==> src/rtl/franco_xor_pkg.sv <==
// Shared definitions for the serial XOR cipher: default word width, FSM states and
// counter sizing.
package franco_xor_pkg;

   localparam int unsigned DEFAULT_WIDTH = 8;

   typedef enum logic [1:0] {
      IDLE,
      LOAD_KEY,
      LOAD_MSG,
      EMIT
   } state_t;

   // Counter must be able to hold 0..width.
   function automatic int unsigned cnt_width(input int unsigned width);
      return $clog2(width + 1);
   endfunction

endpackage

==> src/rtl/sipo_loader.sv <==
// Serial-in parallel-out shift register with bit counter; full pulses on the shift that
// completes a word.
module sipo_loader
   import franco_xor_pkg::*;
#(
   parameter int unsigned WIDTH = DEFAULT_WIDTH
) (
   input  logic             clk,
   input  logic             rst,
   input  logic             shift,
   input  logic             clear,
   input  logic             din,
   output logic [WIDTH-1:0] word,
   output logic             full
);

   localparam int unsigned CW = cnt_width(WIDTH);
   localparam logic [CW-1:0] LAST = CW'(WIDTH - 1);

   logic [WIDTH-1:0] word_q;
   logic [CW-1:0]    cnt_q;

   assign word = word_q;
   assign full = shift && (cnt_q == LAST);

   always_ff @(posedge clk) begin
      if (rst) begin
         word_q <= '0;
         cnt_q  <= '0;
      end else if (shift) begin
         word_q <= {word_q[WIDTH-2:0], din};
         cnt_q  <= full ? '0 : cnt_q + CW'(1);
      end else if (clear) begin
         word_q <= '0;
         cnt_q  <= '0;
      end
   end

endmodule

==> src/rtl/franco_xor_top.sv <==
// Serial XOR cipher: shift in key and message, shift out message ^ key MSB first with
// one-cycle start/end markers. The key is retained across messages.
module franco_xor_top
   import franco_xor_pkg::*;
#(
   parameter int unsigned WIDTH = DEFAULT_WIDTH
) (
   input  logic iClk,
   input  logic iRst,
   input  logic iEn,
   input  logic iLoad_key,
   input  logic iLoad_msg,
   input  logic iSerial_in,
   output logic oSerial_out,
   output logic oSerial_start,
   output logic oSerial_end
);

   localparam int unsigned CW = cnt_width(WIDTH);
   localparam logic [CW-1:0] LAST = CW'(WIDTH - 1);

   state_t           state_q, state_d;
   logic [CW-1:0]    idx_q, idx_d;
   logic             key_valid_q, key_valid_d;
   logic             out_q, out_d;
   logic             start_q, start_d;
   logic             end_q, end_d;

   logic             loading;
   logic             key_shift, msg_shift, key_clr, msg_clr;
   logic             key_full, msg_full;
   logic [WIDTH-1:0] key_word, msg_word, cipher;

   // Shift/abort decisions are kept outside the FSM block so full never loops back.
   assign loading   = iEn && (state_q != EMIT);
   assign key_shift = loading && iLoad_key;
   assign msg_shift = loading && !iLoad_key && iLoad_msg;
   assign key_clr   = loading && (state_q == LOAD_KEY) && !iLoad_key;
   assign msg_clr   = loading && (state_q == LOAD_MSG) && !iLoad_msg;
   assign cipher    = msg_word ^ key_word;

   sipo_loader #(
      .WIDTH(WIDTH)
   ) u_key (
      .clk  (iClk),
      .rst  (iRst),
      .shift(key_shift),
      .clear(key_clr),
      .din  (iSerial_in),
      .word (key_word),
      .full (key_full)
   );

   sipo_loader #(
      .WIDTH(WIDTH)
   ) u_msg (
      .clk  (iClk),
      .rst  (iRst),
      .shift(msg_shift),
      .clear(msg_clr),
      .din  (iSerial_in),
      .word (msg_word),
      .full (msg_full)
   );

   always_comb begin
      state_d     = state_q;
      idx_d       = idx_q;
      key_valid_d = key_valid_q;
      out_d       = out_q;
      start_d     = start_q;
      end_d       = end_q;
      if (iEn) begin
         out_d   = 1'b0;
         start_d = 1'b0;
         end_d   = 1'b0;
         if (state_q == EMIT) begin
            out_d   = cipher[LAST - idx_q];
            start_d = (idx_q == '0);
            end_d   = (idx_q == LAST);
            if (idx_q == LAST) begin
               state_d = IDLE;
               idx_d   = '0;
            end else begin
               idx_d = idx_q + CW'(1);
            end
         end else begin
            state_d = IDLE;
            if (key_clr) begin
               key_valid_d = 1'b0;
            end
            if (key_shift) begin
               state_d = LOAD_KEY;
               if (key_full) begin
                  key_valid_d = 1'b1;
                  state_d     = IDLE;
               end
            end else if (msg_shift) begin
               state_d = LOAD_MSG;
               idx_d   = '0;
               if (msg_full) begin
                  state_d = key_valid_d ? EMIT : IDLE;
               end
            end
         end
      end
   end

   always_ff @(posedge iClk) begin
      if (iRst) begin
         state_q     <= IDLE;
         idx_q       <= '0;
         key_valid_q <= 1'b0;
         out_q       <= 1'b0;
         start_q     <= 1'b0;
         end_q       <= 1'b0;
      end else begin
         state_q     <= state_d;
         idx_q       <= idx_d;
         key_valid_q <= key_valid_d;
         out_q       <= out_d;
         start_q     <= start_d;
         end_q       <= end_d;
      end
   end

   assign oSerial_out   = out_q;
   assign oSerial_start = start_q;
   assign oSerial_end   = end_q;

endmodule

==> config.mk <==
export PLATFORM = sky130hd
export DESIGN_NAME = franco_xor_top
export DESIGN_NICKNAME = d
export VERILOG_FILES = /design/src/rtl/franco_xor_pkg.sv /design/src/rtl/sipo_loader.sv /design/src/rtl/franco_xor_top.sv
export SDC_FILE = /design/constraint.sdc
export NUM_CORES = 1
export LEC_CHECK = 0
export ABC_AREA = 1
export CORE_MARGIN = 1.5
export CORE_UTILIZATION = 25
export DETAILED_ROUTE_END_ITERATION = 10
export PLACE_DENSITY = 0.48
export RECOVER_POWER = 100
export SLEW_MARGIN = 10
export SYNTH_ARGS = -nofsm -noshare
export SYNTH_HDL_FRONTEND = slang
export SYNTH_SLANG_ARGS = --single-unit
==> constraint.sdc <==
create_clock -name iClk -period 1.5 [get_ports iClk]
set_clock_uncertainty 0.15 [all_clocks]
set_input_delay 0.15 -clock iClk [delete_from_list [all_inputs] [get_ports iClk]]
set_output_delay 0.15 -clock iClk [all_outputs]
set_load 0.01 [all_outputs]
==> results.md <==
- Outcome: completed
- Synth area leaders: dfxtp_1 (38%), nand2_1 (11%), a21oi_2 (9.8%)
- Critical path cell sequence: clkdlybuf4s50_1
- Commonest cells after routing, fill and taps aside: nand2_1 (59), dfxtp_1 (32), inv_1 (25), nand2_2 (21), nand3_1 (21)
- Synthesized net count: 247
- Vias in the first global route: 1397
- Share of the synthesized area in the top cell type: between 30% and 40%
- Worst Hold Slack: between 300 and 400 ps
- Distinct cells, synth: 29
- FP Rows: 30
- Die ar.: 7700 µm²
- Most Used Layer, Global Route: met2
- Routed vias: 1540
- Hold depth: 3
- Fmax: just under 0.7 GHz
- Post-synth top flop: dfxtp_1
- Global routing usage on met3: 2.54%
- Crit. End Element: output pin
- Die width: a little under 90 µm
- Period utilisation layout: between 90% and 100%
- Worst-case headroom to the max-slew limit: 82.3%
- Max Slew Vio Count: 0
- IO Pins: 9
- Worst path top cell family by delay: buffers and inverters
- Syn Area/Cell: approximately 7.6 µm²
- Final setup viols: 0
- Placed Area: approximately 2100 µm²
- Yosys reg bits: 34
- # diodes: 0
- Crit path kind: reg -> out
- Startpoint types: flip-flop
- Worst VDD drop: 0.323 mV
- Pleak: roughly 0.0008 µW
- Clock tree buffer depth: 2
- Final Cell Area: 2170 µm²
- Synth area leader: dfxtp_1
- Initial DRC Count: 53
- Initial antenna violation count: 0
- R2R depth: 9
- GR Util All Layers: between 10 and 15%
- Post-route DRC violation count: 0
- Largest net degree at the start of global routing: 18
- GRT overflow: 0
- 1st-pass router iterations: 4
- Area of the multi-input gates: between 900 and 1000 µm²
- Clock Sinks: 34
- Worst Tran Pin Value: 265 ps
- Total CTS buffers: 5
- Layout area overhead: 20.9%
- Core area: 6870 µm²
- Share of cells above drive strength 1: between 30 and 40%
- Fin cells: 360
- Global-route wire length before repair: between 6000 and 7000 µm
- Synthesis Warnings: 0
- Worst-path fanout max: 2
- Clock Pin Slew Worst Setup and Hold Paths: roughly 80 ps
- Async SR Flop Fraction: 0%
- CTS Hold Bufs: 0
- CP bufs+invs: 1
- Die height: a little under 90 µm
- CP Data Arrival Time: 1140 ps
- EDFF count, synth: 0
- Minimum clock period: approximately 1400 ps
- Total Wirelength: just under 4000 µm
- Slowest-stage cell, CP: clkdlybuf4s50_1
- H-tree levels: 2
- Clk root buf: clkbuf_8
- Commonest non-fill, non-tap cell in the layout: nand2_1
- Vias per inst: about 4.3
- Nets: between 200 and 300
- Max_cap viols: 0
- Sequential fraction of the synthesis area: a little under two fifths
- Drt wl/cell: between 10 and 15 µm
- Fill count: ~760
- Synth Instances: 237
- Dpl cells: roughly 350
- Power Density: ~830 nW/µm²
- Worst path max stage delay: approximately 530 ps
- HP Class: in -> reg
- Post-route ant nets: 0
- Crit path required time: 1200 ps
- Mapped Area: 1800 µm²
- TritonCTS clock tree: yes
- Initial Util: a little over a quarter
- IO Port Bufs: 8
- Register area: just under 700 µm²
- M1 GR Usage: 15.6%
- Grt met2 use: ~17%
- Clock Latency Late Sink: 280 ps
- RSZ-0062 raised after global routing: false
- Critical path depth in cells: 1
- RePlAce Congestion: roughly 0.73
- Fin util: a little under a third
- Final Hold Vio Count: 0
- Post-DP HPWL: 2870 µm
## registers in the layout (all words and copies together) (netlist names)
name,cells
oSerial_start,1
oSerial_out,1
key_valid_q,1
u_msg.word,8
u_key.word,8
oSerial_end,1
idx_q,4
u_key.cnt_q,4
u_msg.cnt_q,4
state_q,2
## cell usage after synthesis (2+ instances only)
cell,n
o21ai_0,4
a21oi_1,10
nor2_1,7
nor2_2,2
inv_1,24
buf_2,4
inv_2,7
nand2_1,55
nor2_4,2
nand3_2,2
nand2_2,25
nand3_1,21
ha_1,4
a21oi_2,20
o21ai_1,3
dfxtp_1,34
## metal layers
layer / up-vias / part of all wire (%)
met1: 712 / 52
met4: 0 / 1.5
met5: - / 0
met2: 20 / 44
li1: 804 / -
met3: 4 / 3.3
## area by class of cell
cell class | count | area share (%)
Multi-Input combinational cell | 163 | 42.0
Sequential cell | 34 | 31.5
Tap cell | 96 | 5.53
Clock buffer | 6 | 3.80
Timing Repair Buffer | 27 | 10.8
Clock inverter | 2 | 0.576
Inverter | 32 | 5.76
## final timing paths
kind,from,to,slack [ps]
worst max-delay path,oSerial_end$_SDFFE_PP0P_,oSerial_end,60
worst min-delay path,iSerial_in,u_key.word[0]$_SDFFE_PP0P_,300
worst max register to register,state_q[1]$_SDFFE_PP0P_,u_key.cnt_q[2]$_SDFFE_PP0P_,130
worst min register to register,u_key.cnt_q[0]$_SDFFE_PP0P_,u_key.cnt_q[0]$_SDFFE_PP0P_,310
## kinds of logic (layout without fill, tap and decap cells)
group	Yosys count	after routing	synth area share [%]
AOI/OAI and AO/OA	41	41	16.7
xor gates and xnor gates	2	2	0.976
adders and majority gates	4	4	2.79
buffers and inverters	40	67	10.3
DFF	34	34	37.9
and+or+nand+nor	116	116	31.4
## stage by stage
| step | setup WS [ps] | setup TNS, ps | power [µW] |
|---|---|---|---|
| floorplan | 186 | 0 | 1050 |
| global placement | -217 | -4920 | 1110 |
| detailed placement | -207 | -4730 | 1110 |
| CTS | 42.7 | 0 | 1830 |
| global route | 3.99 | 0 | 1890 |
| finish | 59.5 | 0 | 1790 |
## power by group
group / switching (µW) / internal, µW
registers: 12.6 / 915
logic: 92.1 / 65.7
clock network: 339 / 369
total: 443 / 1350
## what timing repair did
action / CTS / global route
setup buffers: 0 / 0
endpoints found under the setup margin: 0 / 4
resized for setup: 0 / 5
No activity file was read; power rests on OpenSTA's default activity.
